$ cat config.mk
export PLATFORM = sky130hd
export DESIGN_NAME = tt_sweep_ctrl
export DESIGN_NICKNAME = d
export VERILOG_FILES = /design/src/rtl/tt_sweep_pkg.sv /design/src/rtl/tt_settle_timer.sv /design/src/rtl/tt_sweep_ctrl.sv
export SDC_FILE = /design/constraint.sdc
export NUM_CORES = 1
export LEC_CHECK = 0
export ABC_CLOCK_PERIOD_IN_PS = 2040
export CAP_MARGIN = 10
export CORE_UTILIZATION = 52
export DETAILED_ROUTE_END_ITERATION = 12
export GPL_TIMING_DRIVEN = 0
export PLACE_DENSITY = 0.8
export SLEW_MARGIN = 20
export SYNTH_ARGS = -nofsm -noshare
export SYNTH_HDL_FRONTEND = slang
export SYNTH_HIERARCHICAL = 1
export SYNTH_SLANG_ARGS = --single-unit
$ cat constraint.sdc
create_clock -name clk -period 2.04 [get_ports clk]
set_input_delay 0.408 -clock clk [delete_from_list [all_inputs] [get_ports clk]]
set_output_delay 0.408 -clock clk [all_outputs]
set_load 0.01 [all_outputs]
$ cat src/rtl/tt_sweep_pkg.sv
// Shared definitions for the truth-table sweep controller.
// Holds the FSM state encoding, the vector count and the widths of the
// vector index and mismatch counter.
package tt_sweep_pkg;

    localparam int NUM_VEC = 8;
    localparam int IDX_W   = 3;
    localparam int CNT_W   = 4;

    localparam logic [IDX_W-1:0] LAST_IDX = IDX_W'(NUM_VEC - 1);

    typedef enum logic [1:0] {
        ST_IDLE  = 2'd0,
        ST_DRIVE = 2'd1,
        ST_DONE  = 2'd2
    } state_e;

endpackage

$ cat src/rtl/tt_settle_timer.sv
// Loadable down-counter used to hold each input vector for a settle period.
// Ports:
//   clk        clock, rising edge
//   rst_n      synchronous active-low reset
//   load_i     load load_val_i into the counter this cycle
//   load_val_i value to load
//   zero_o     counter is zero (current cycle is a sample cycle)
module tt_settle_timer #(
    parameter int W = 4
) (
    input  logic         clk,
    input  logic         rst_n,
    input  logic         load_i,
    input  logic [W-1:0] load_val_i,
    output logic         zero_o
);

    logic [W-1:0] cnt_q;
    logic [W-1:0] cnt_d;

    always_comb begin
        cnt_d = cnt_q;
        if (load_i) begin
            cnt_d = load_val_i;
        end else if (cnt_q != '0) begin
            cnt_d = cnt_q - W'(1);
        end
    end

    always_ff @(posedge clk) begin
        if (!rst_n) begin
            cnt_q <= '0;
        end else begin
            cnt_q <= cnt_d;
        end
    end

    assign zero_o = (cnt_q == '0);

endmodule

$ cat src/rtl/tt_sweep_ctrl.sv
// Sweeps a 3-input combinational function unit through vectors 000..111,
// samples its output after a programmable settle time into an 8-bit truth
// table, and compares it against an expected mask.
// Ports:
//   clk, rst_n      clock (rising edge), synchronous active-low reset
//   start, abort    begin a sweep (IDLE only) / cancel the sweep in progress
//   settle          extra wait cycles per vector, latched at start
//   expected        expected truth table, latched at start
//   y               function unit output
//   b, c, d         function unit inputs ({b,c,d} = vector index)
//   busy, done      sweep in progress / one-cycle completion pulse
//   result          captured truth table
//   pass            result matched expected (set with done, held to next start)
//   mismatch_cnt    number of mismatching vectors
//   first_fail      lowest mismatching vector index
//   fail_valid      at least one mismatch seen
//   dbg_state       current FSM state
//
// Handshake: start is a level sampled each cycle; it is accepted only in IDLE
// with abort low and is otherwise dropped, never queued. done is a single
// cycle pulse; result and status outputs stay valid until the next accepted
// start.
module tt_sweep_ctrl
    import tt_sweep_pkg::*;
#(
    parameter int SETTLE_W = 4
) (
    input  logic                clk,
    input  logic                rst_n,
    input  logic                start,
    input  logic                abort,
    input  logic [SETTLE_W-1:0] settle,
    input  logic [7:0]          expected,
    input  logic                y,
    output logic                b,
    output logic                c,
    output logic                d,
    output logic                busy,
    output logic                done,
    output logic [7:0]          result,
    output logic                pass,
    output logic [CNT_W-1:0]    mismatch_cnt,
    output logic [2:0]          first_fail,
    output logic                fail_valid,
    output state_e              dbg_state
);

    state_e              state_q,  state_d;
    logic [IDX_W-1:0]    idx_q,    idx_d;
    logic [SETTLE_W-1:0] settle_q, settle_d;
    logic [7:0]          exp_q,    exp_d;
    logic [7:0]          result_q, result_d;
    logic [CNT_W-1:0]    mm_q,     mm_d;
    logic [IDX_W-1:0]    ff_q,     ff_d;
    logic                fv_q,     fv_d;
    logic                pass_q,   pass_d;
    logic                busy_q,   done_q;

    logic                tmr_load;
    logic [SETTLE_W-1:0] tmr_val;
    logic                tmr_zero;

    tt_settle_timer #(.W(SETTLE_W)) u_timer (
        .clk        (clk),
        .rst_n      (rst_n),
        .load_i     (tmr_load),
        .load_val_i (tmr_val),
        .zero_o     (tmr_zero)
    );

    always_comb begin
        state_d  = state_q;
        idx_d    = idx_q;
        settle_d = settle_q;
        exp_d    = exp_q;
        result_d = result_q;
        mm_d     = mm_q;
        ff_d     = ff_q;
        fv_d     = fv_q;
        pass_d   = pass_q;
        tmr_load = 1'b0;
        tmr_val  = settle_q;

        case (state_q)
            ST_IDLE: begin
                if (start && !abort) begin
                    state_d  = ST_DRIVE;
                    idx_d    = '0;
                    settle_d = settle;
                    exp_d    = expected;
                    result_d = '0;
                    mm_d     = '0;
                    ff_d     = '0;
                    fv_d     = 1'b0;
                    pass_d   = 1'b0;
                    // The latch register is not yet written, so load from the port.
                    tmr_load = 1'b1;
                    tmr_val  = settle;
                end
            end
            ST_DRIVE: begin
                // Abort takes priority over any sample due this cycle.
                if (abort) begin
                    state_d = ST_IDLE;
                    idx_d   = '0;
                end else if (tmr_zero) begin
                    result_d[idx_q] = y;
                    if (y != exp_q[idx_q]) begin
                        mm_d = mm_q + CNT_W'(1);
                        if (!fv_q) begin
                            ff_d = idx_q;
                            fv_d = 1'b1;
                        end
                    end
                    if (idx_q == LAST_IDX) begin
                        state_d = ST_DONE;
                        idx_d   = '0;
                        // Include the final sample in the verdict.
                        pass_d  = (result_d == exp_q);
                    end else begin
                        idx_d    = idx_q + IDX_W'(1);
                        tmr_load = 1'b1;
                    end
                end
            end
            ST_DONE: begin
                state_d = ST_IDLE;
            end
            default: begin
                state_d = ST_IDLE;
                idx_d   = '0;
            end
        endcase
    end

    always_ff @(posedge clk) begin
        if (!rst_n) begin
            state_q  <= ST_IDLE;
            idx_q    <= '0;
            settle_q <= '0;
            exp_q    <= '0;
            result_q <= '0;
            mm_q     <= '0;
            ff_q     <= '0;
            fv_q     <= 1'b0;
            pass_q   <= 1'b0;
            busy_q   <= 1'b0;
            done_q   <= 1'b0;
        end else begin
            state_q  <= state_d;
            idx_q    <= idx_d;
            settle_q <= settle_d;
            exp_q    <= exp_d;
            result_q <= result_d;
            mm_q     <= mm_d;
            ff_q     <= ff_d;
            fv_q     <= fv_d;
            pass_q   <= pass_d;
            busy_q   <= (state_d == ST_DRIVE);
            done_q   <= (state_d == ST_DONE);
        end
    end

    assign {b, c, d}    = idx_q;
    assign busy         = busy_q;
    assign done         = done_q;
    assign result       = result_q;
    assign pass         = pass_q;
    assign mismatch_cnt = mm_q;
    assign first_fail   = ff_q;
    assign fail_valid   = fv_q;
    assign dbg_state    = state_q;

endmodule
# After elaboration in Yosys (flattened, before gate mapping)
# Cells that the tools add are included.
[word_totals]
word_cells = 93
output_inout_bits = 24
register_bits = 40
input_bits = 17
[op_classes]
n_bitwise = 1
add_sub_neg = 3
n_reduce_logical = 14
mux = 47
magnitude_cmp = 2
eq_ne = 14
[ops]
columns = ["op", "n"]
rows = [
  ["4-bit 2-to-1 mux", 8],
  ["3-bit 2-to-1 mux", 8],
  ["8-bit 2-to-1 mux", 3],
  ["8-bit case mux with 2 select lines", 1],
  ["1-bit 2-to-1 mux", 13],
  ["2-bit inequality test (second input constant)", 6],
  ["5-bit AND reduction", 2],
  ["3-bit case mux with 3 select lines", 1],
  ["8-bit bitwise mux", 1],
  ["8-bit == test", 1],
  ["2-bit 2-to-1 mux", 4],
  ["4-bit case mux with 2 select lines", 1],
  ["1-bit case mux with 2 select lines", 3],
  ["3-bit case mux with 2 select lines", 1],
  ["6-bit AND reduction", 1],
  ["4-bit by 1-bit adder with 4-bit output (second input constant)", 1],
  ["2-bit by 1-bit == test with 1-bit output (second input constant)", 2],
  ["2-bit == test (second input constant)", 2],
  ["4-bit logical NOT", 1],
  ["3-bit by 4-bit less-than comparator with 1-bit output (second input constant)", 1],
  ["2-bit case mux with 2 select lines", 1],
  ["4-bit AND reduction", 1],
  ["2-bit nonzero test", 2],
  ["4-bit nonzero test", 1],
  ["other kinds (14)", 15],
]

# Longest topological paths before layout
# Gate-level depths: netlist (run 1).
[logic_depth]
depth_word = 10
ltp_mapped = 9
depth_no_buf = 8

# Hierarchy
# Netlist (run 1), hierarchy kept.
[modules_own_cells]
columns = ["module", "cells_each", "seq_area_each_um2", "area_per_inst_um2", "n_inst"]
rows = [
  ["tt_sweep_ctrl", 238, 720.7, 1926.8, 1],
  ["tt_settle_timer", 23, 80.1, 230.2, 1],
]

# Worst setup path before layout (run 1)
# Ideal clock, no wire load.
[synth_path]
kind = "reg2reg"
startpoint = "register state_q[0] (netlist: dbg_state[0])"
endpoint = "register u_timer.cnt_q[3]"
t_arrival_ps = 1833
synth_period_minus_slack_ps = 1920
path_slack_ps = 120
setup_time_ps = 87
required_time_ps = 1953
path_buffers = 3
path_stages_with_launch = 9
path_cell_list = "dfxtp_1 > clkbuf_1 > nor2b_1 > nand2_1 > buf_2 > buf_1 > nand2_1 > nand2b_1 > o31ai_1"
[synth_between]
elab_chain_len = 3
word_cells_on_any_way = 6
cone_classes = "eq/ne (1); mux (3); reduce/logical (2)"
[synth_rtl]
columns = ["item", "line", "rtl"]
rows = [
  ["start: declaration", "tt_sweep_ctrl.sv:48", "state_e state_q, state_d;"],
  ["start signal: assignment", "tt_sweep_ctrl.sv:150", "state_q <= state_d;"],
  ["2-bit by 1-bit == test with 1-bit output or 2-bit logical NOT (tied branches)", "tt_sweep_ctrl.sv:84", "case (state_q)"],
  ["1-bit case mux with 2 select lines (*)", "tt_sweep_ctrl.sv:84", ""],
  ["named net tmr_load", "tt_sweep_ctrl.sv:59", "logic tmr_load;"],
  ["4-bit 2-to-1 mux or 2-bit nonzero test (tied branches)", "-", ""],
  ["end signal: assignment", "tt_settle_timer.sv:34", "cnt_q <= cnt_d;"],
  ["end: declaration", "tt_settle_timer.sv:18", "logic [W-1:0] cnt_q;"],
]
# The timed path passes the listed nets; every way through them passes the cells marked *.
# A chain may end at the register's enable or synchronous reset.

# Worst setup path in the final report (run 1)
[layout_path]
startpoint = "register idx_q[0]"
endpoint = "register ff_q[2] (netlist: first_fail[2])"
[layout_between]
elab_chain_len = 5
[layout_rtl]
columns = ["item", "line", "rtl"]
rows = [
  ["start: declaration", "tt_sweep_ctrl.sv:49", "logic [IDX_W-1:0] idx_q, idx_d;"],
  ["start signal: assignment", "tt_sweep_ctrl.sv:151", "idx_q <= idx_d;"],
  ["1-bit binary-select mux with 3-bit select", "tt_sweep_ctrl.sv:108", "if (y != exp_q[idx_q]) begin"],
  ["1-bit 2-to-1 mux (not written as such)", "tt_sweep_ctrl.sv:108", ""],
  ["1-bit inequality test", "tt_sweep_ctrl.sv:108", ""],
  ["2-bit inequality test (no source line)", "-", ""],
  ["6-bit AND reduction (no source line)", "-", ""],
  ["end signal: assignment", "tt_sweep_ctrl.sv:144", "ff_q <= '0;"],
  ["end signal: assignment", "tt_sweep_ctrl.sv:156", "ff_q <= ff_d;"],
  ["end: declaration", "tt_sweep_ctrl.sv:54", "logic [IDX_W-1:0] ff_q, ff_d;"],
]
# No other way between the ends. The select of a mux whose other input is x is not followed.

==> flow_metrics.env, run 1 <==
export IMPL_synth_area_leaders="dfxtp_1, nand2_1, mux2i_1, a21oi_1, nand3_1"
export IMPL_post_drt_wl_per_cell_um=14.59
export IMPL_syn_area_mm2=0.002157
export IMPL_drv_cap=0
export IMPL_firstDrtPassIters=4
export IMPL_clockBufferDepth=2
export IMPL_slowest_delay_ns=0.43
export IMPL_crit_required_ns=2.27
export IMPL_syn2layout_area_growth_pct=28.89
export IMPL_clk_pin_slew_worst_paths_ns=0.08
export IMPL_grt_pass1_wl_um=8735
export IMPL_worst_slack_ns=0.09682
export IMPL_nets=330
export IMPL_antenna_found_initial=0
export IMPL_grt_overflow=0
export IMPL_path_buf_inv=1
export IMPL_seqCellArea_um2=802.0
export IMPL_startpoint_type="register"
export IMPL_synth_top_area_cell="dfxtp_1"
export IMPL_p_leak_nw=1.027
export IMPL_io_pins=41
export IMPL_period_needed_ns=1.943
export IMPL_grt_max_degree=20
export IMPL_vias=2037
export IMPL_synth_edf_count=0
export IMPL_antenna_left=0
export IMPL_drc_errors=0
export IMPL_root_buffer="clkbuf_8"
export IMPL_ys_ff_latch=40
export IMPL_io_buffers=40
export IMPL_worst_pin_slew_ns=0.5329
export IMPL_pre_cts_ws_ns=-0.4520
export IMPL_num_rows=23
export IMPL_fin_crit_sh=0.9525
export IMPL_multiInputGateArea_mm2=0.001303
export IMPL_crit_slowest_cell="a2111oi_4"
export IMPL_nFillCells=347
export IMPL_die_x_um=66.41
export IMPL_intPower_mw=1.391
export IMPL_swShare=0.3109
export IMPL_clk_latency_ns=0.30
export IMPL_synthArstFlopShare=0
export IMPL_switching_power_mw=0.6274
export IMPL_path_max_fanout=7
export IMPL_min_path_type="register to register"
export IMPL_status="finished clean"
export IMPL_yosys_warnings=6
export IMPL_syn_area_per_cell_um2=8.265
export IMPL_cts_made_buffers=5
export IMPL_postCtsHoldBufs=0
export IMPL_place_inst=351
export IMPL_p_comb_frac=0.285
export IMPL_die_h_um=66.41
export IMPL_vias_per_cell=5.658
export IMPL_fin_cells=360
export IMPL_final_common_cell="nand2_1"
export IMPL_crit_family="compound AO/OA/AOI/OAI gates"
export IMPL_gp_congestion=0.8516
export IMPL_endpoint_kind="register"
export IMPL_seq_power_share=0.436
export IMPL_path_class="register to register"
export IMPL_pwr_share_clk=0.279
export IMPL_first_global_vias=1877
export IMPL_track_usage=0.2647
export IMPL_drt_iter0_drc=181
export IMPL_clock_fmax_mhz=514.6
export IMPL_numClockSinks=40
export IMPL_worstPathCellList="buf_6 > mux2_4 > a2bb2oi_2 > a21bo_2 > a2111oi_4 > mux2i_1"
export IMPL_yosysUniqueCellTypes=50
export IMPL_dieArea_mm2=0.004410
export IMPL_power_density_mw_per_mm2=725.9
export IMPL_cts_tree="done"
export IMPL_dp_hpwl_um=3722
export IMPL_arrival_ns=2.18
export IMPL_syn_nets=282
export IMPL_initial_utilization=0.5393
export IMPL_synthFlopType="dfxtp_1"
export IMPL_layout_common_cells="nand2_1, clkdlybuf4s50_1, dfxtp_1"
export IMPL_ir_worst_vdd_mv=0.5299
export IMPL_htree_levels=2
export IMPL_max_slew_margin=0.6447
export IMPL_yosysTopAreaCellShare=0.3712
export IMPL_fp_coreArea_mm2=0.004000
export IMPL_fin_skew_ns=0.003696
export IMPL_synth_cells=261
export IMPL_setup_violations=0
export IMPL_hold_viol=0
export IMPL_ys_seq_area_frac=0.3712
export IMPL_drive_above_1_share=0.1226
export IMPL_diodes=0
export IMPL_maxSlewViolCount=0
export IMPL_routed_wl_um=5251
-- cell usage after synthesis (5+ instances only) --
| library cell | number |
|---|---|
| clkbuf_1 | 11 |
| nand2_1 | 48 |
| nand3_1 | 14 |
| dfxtp_1 | 40 |
| a31oi_1 | 5 |
| a22oi_1 | 6 |
| a21oi_1 | 21 |
| nor2_1 | 16 |
| mux2i_1 | 14 |
| o21ai_0 | 6 |
| xor2_1 | 6 |
-- metrics by stage --
step	instance area [um^2]	total power [mW]	hold slack, ns	util	setup TNS (ns)
global route	2780	2.118	0.4883	0.6950	-0.00009259
floorplan	2157	1.258	0.4443	-	0
global placement	2620	1.370	0.4506	0.6550	-2.267
CTS	2721	1.978	0.4684	0.6803	-0.008541
detailed placement	2620	1.390	0.4577	0.6550	-3.180
finish	2780	2.018	0.4658	0.6950	0
-- power by group through the flow --
stage               clock (mW)  combinational (mW)  sequential, mW
global route             0.599               0.633           0.886
finish                   0.564               0.575           0.880
CTS                      0.566               0.533           0.878
detailed placement           0               0.496           0.895
floorplan                    0               0.370           0.888
global placement             0               0.477           0.893
-- worst reg2reg max path: cells and delay by family, from the launching register on --
| kind | cells | cell delay [ns] |
|---|---|---|
| AO/OA/AOI/OAI | 3 | 0.84 |
| buffers and inverters | 1 | 0.14 |
| multiplexers | 2 | 0.54 |
| flip-flops | 1 | 0.36 |
-- sequential cells by signal, summed over array words and instances (netlist names) --
signal / flops
exp_q: 8
result: 8
mismatch_cnt: 4
settle_q: 4
u_timer/cnt_q: 4
first_fail: 3
idx_q: 3
dbg_state: 2
busy: 1
done: 1
fail_valid: 1
pass: 1
-- per-layer routing --
metal / track usage / wire [um] / vias up
met5: 0 / 0 / -
met4: 0.08245 / 72 / 0
met3: 0.05690 / 263 / 6
met2: 0.4324 / 2521 / 55
met1: 0.3457 / 2394 / 961
li1: - / - / 1015
-- worst paths after layout --
path	start	end	slack, ns	depth (start not counted)
worst min register to register	settle_q[2]$_SDFF_PN0_	settle_q[2]$_SDFF_PN0_	0.47	2
worst max-delay path	idx_q[0]$_SDFFE_PN0P_	first_fail[2]$_SDFFE_PN0P_	0.1	6
worst max register to register	idx_q[0]$_SDFFE_PN0P_	first_fail[2]$_SDFFE_PN0P_	0.1	6
worst min-delay path	settle_q[2]$_SDFF_PN0_	settle_q[2]$_SDFF_PN0_	0.47	2
-- what timing repair did --
item / in CTS / in global routing
pin swaps: 1 / 1
setup buffers: 1 / 1
endpoints found under the setup margin: 21 / 20
gates resized for setup: 3 / 22
endpoints found under the hold margin: 0 / 0
-- area by class of cell --
type,instances,area share
Buffer,15,0.03240
Clock buffer,6,0.02970
Clock inverter,2,0.003600
Inverter,4,0.005401
Multi-Input combinational cell,201,0.4685
Sequential cell,40,0.2885
Tap cell,50,0.02250
Timing Repair Buffer,42,0.1494
-- kinds of logic (layout without fill, tap and decap cells) --
kind of cell	Yosys count	count (layout)	share of synthesized area
compound gates	60	60	0.1862
buf+inv	20	69	0.04292
mux	16	16	0.07714
fa+ha+maj	4	4	0.02320
simple gates	111	111	0.2587
flops	40	40	0.3712
xor+xnor	10	10	0.04060
Note: power is estimated with default switching activity, not from simulation.
==> inputs of run 2 (changes only) <==
--- a/config.mk
+++ b/config.mk
@@ -5,12 +5,11 @@
 export SDC_FILE = /design/constraint.sdc
 export NUM_CORES = 1
 export LEC_CHECK = 0
-export ABC_CLOCK_PERIOD_IN_PS = 2040
+export ABC_CLOCK_PERIOD_IN_PS = 2080
 export CAP_MARGIN = 10
-export CORE_UTILIZATION = 52
+export CORE_UTILIZATION = 25
 export DETAILED_ROUTE_END_ITERATION = 12
 export GPL_TIMING_DRIVEN = 0
-export PLACE_DENSITY = 0.8
 export SLEW_MARGIN = 20
 export SYNTH_ARGS = -nofsm -noshare
 export SYNTH_HDL_FRONTEND = slang
==> constraint.sdc (replaced) <==
create_clock -name clk -period 2.08 [get_ports clk]
set_input_delay 0.416 -clock clk [delete_from_list [all_inputs] [get_ports clk]]
set_output_delay 0.416 -clock clk [all_outputs]
set_load 0.01 [all_outputs]
==> flow_metrics.env, run 2 (synthesis results as in run 1) <==
export IMPL_cts_made_buffers=5
export IMPL_fin_crit_sh=0.9725
export IMPL_first_global_vias=1820
export IMPL_gp_congestion=0.8228
export IMPL_final_common_cell="nand2_1"
export IMPL_vias=1975
export IMPL_grt_overflow=0
export IMPL_firstDrtPassIters=4
export IMPL_placed_area_mm2=0.002689
export IMPL_fp_coreArea_mm2=0.008299
export IMPL_nets=329
export IMPL_drc_errors=0
export IMPL_clk_latency_ns=0.30
export IMPL_die_h_um=94.89
export IMPL_worstReg2RegEnd="pass$_SDFFE_PN0P_"
export IMPL_min_path_type="register to register"
export IMPL_drt_iter0_drc=80
export IMPL_crit_required_ns=2.29
export IMPL_diodes=0
export IMPL_ff2ff_setup_slack_ns=0.06
export IMPL_swShare=0.2982
export IMPL_routed_wl_um=5515
export IMPL_cts_tree="done"
export IMPL_dp_hpwl_um=4120
export IMPL_hold_viol=0
export IMPL_max_slew_margin=0.6622
export IMPL_status="finished clean"
export IMPL_die_x_um=94.89
export IMPL_numClockSinks=40
export IMPL_layout_common_cells="nand2_1, clkdlybuf4s50_1, dfxtp_1"
export IMPL_vias_per_cell=4.771
export IMPL_clk_pin_slew_worst_paths_ns=0.09
export IMPL_min_to="settle_q[2]$_SDFF_PN0_"
export IMPL_syn2layout_area_growth_pct=31.61
export IMPL_clockBufferDepth=2
export IMPL_drv_cap=0
export IMPL_hold_start="settle_q[2]$_SDFF_PN0_"
export IMPL_drive_above_1_share=0.1003
export IMPL_maxSlewViolCount=0
export IMPL_setup_violations=0
export IMPL_endpoint_kind="register"
export IMPL_worstReg2RegStart="idx_q[0]$_SDFFE_PN0P_"
export IMPL_path_max_fanout=10
export IMPL_period_needed_ns=2.023
export IMPL_htree_levels=2
export IMPL_antenna_left=0
export IMPL_whs_ns=0.4692
export IMPL_p_leak_nw=1.012
export IMPL_fin_area_mm2=0.002839
export IMPL_io_buffers=40
export IMPL_startpoint_type="register"
export IMPL_power_density_mw_per_mm2=723.1
export IMPL_met1_usage=0.1814
export IMPL_ir_worst_vdd_mv=0.4096
export IMPL_top_usage_layer="met2"
export IMPL_antenna_found_initial=0
export IMPL_initial_utilization=0.2599
export IMPL_hold_depth=2
export IMPL_seq_power_share=0.419
export IMPL_track_usage=0.1289
export IMPL_fin_skew_ns=0.005763
export IMPL_dieArea_mm2=0.009004
export IMPL_intPower_mw=1.441
export IMPL_ff2ff_path_depth=7
export IMPL_grt_pass1_wl_um=8970
export IMPL_clock_fmax_mhz=494.4
export IMPL_grt_max_degree=20
export IMPL_pwr_share_clk=0.325
export IMPL_grt_util_met2=0.1954
export IMPL_p_comb_frac=0.256
export IMPL_postCtsHoldBufs=0
export IMPL_post_drt_wl_per_cell_um=13.32
export IMPL_switching_power_mw=0.6121
export IMPL_path_class="register to register"
export IMPL_worst_pin_slew_ns=0.5067
export IMPL_root_buffer="clkbuf_8"
export IMPL_arrival_ns=2.23
export IMPL_io_pins=41
export IMPL_num_rows=33
export IMPL_cp_startpoint="idx_q[0]$_SDFFE_PN0P_"
export IMPL_nFillCells=870
export IMPL_rsz0062_at_grt="yes"
export IMPL_grt_use_met3=0.03060
-- run 2: layout make-up --
class / instances / area [um^2] / share of cell area
inverters: 4 / 15.01 / 0.005289
well taps: 105 / 131.4 / 0.04628
flip-flops and latches: 40 / 804.5 / 0.2834
repair buffers: 41 / 407.9 / 0.1437
plain buffers: 15 / 82.58 / 0.02909
clock inverters: 3 / 46.29 / 0.01631
multi-input cells: 201 / 1282 / 0.4517
clock buffers: 5 / 68.82 / 0.02424
-- run 2: power groups by stage --
| stage | Sequential (mW) | Combinational (mW) | Clock [mW] |
|---|---|---|---|
| 2_1_floorplan | 0.871 | 0.363 | 0 |
| 3_3_place_gp | 0.876 | 0.475 | 0 |
| 3_5_place_dp | 0.878 | 0.482 | 0 |
| 4_1_cts | 0.860 | 0.488 | 0.674 |
| 5_1_grt | 0.867 | 0.587 | 0.703 |
| 6_report | 0.859 | 0.526 | 0.667 |
-- run 2: what timing repair did --
action | 4_1_cts | 5_1_grt
buffers inserted | 0 | 1
pin swaps | 0 | 1
gates cloned | 0 | 0
gates resized for setup | 2 | 13
setup endpoints to repair | 15 | 21
-- run 2: stage by stage --
stage                     power, mW  setup TNS [ns]  setup slack [ns]  instances    util
after global routing          2.157         -0.1748           -0.1748        414  0.3421
after global placement        1.351          -2.428           -0.4194        406  0.3240
after CTS                     2.022               0           0.01102        413  0.3377
final                         2.053               0           0.05726        414  0.3421
after floorplan               1.234               0            0.1596        261       -
after detailed placement      1.360          -3.116           -0.4774        406  0.3240
-- run 2: critical path, stage by stage (launching register included) --
cell,delay [ns]
dfxtp_4,0.37
buf_6,0.13
clkbuf_1,0.25
nor3b_1,0.43
mux2i_1,0.28
xor2_1,0.17
nand4_1,0.10
o31ai_1,0.21
-- run 2: layer usage --
metal	part of all wire	up-vias	routed length (um)
met3	0.042	5	230
met5	0	-	0
met1	0.50	917	2778
met2	0.45	35	2460
li1	-	1018	-
met4	0.0082	0	45
-- run 2: worst max-delay path by stage --
stage	depth (start not counted)	endpoint
after CTS	8	first_fail[1]$_SDFFE_PN0P_
after floorplan	8	u_timer/cnt_q[3]$_SDFFE_PN0P_
after global placement	8	u_timer/cnt_q[3]$_SDFFE_PN0P_
after global routing	6	pass$_SDFFE_PN0P_
after detailed placement	8	u_timer/cnt_q[3]$_SDFFE_PN0P_
final	7	pass$_SDFFE_PN0P_
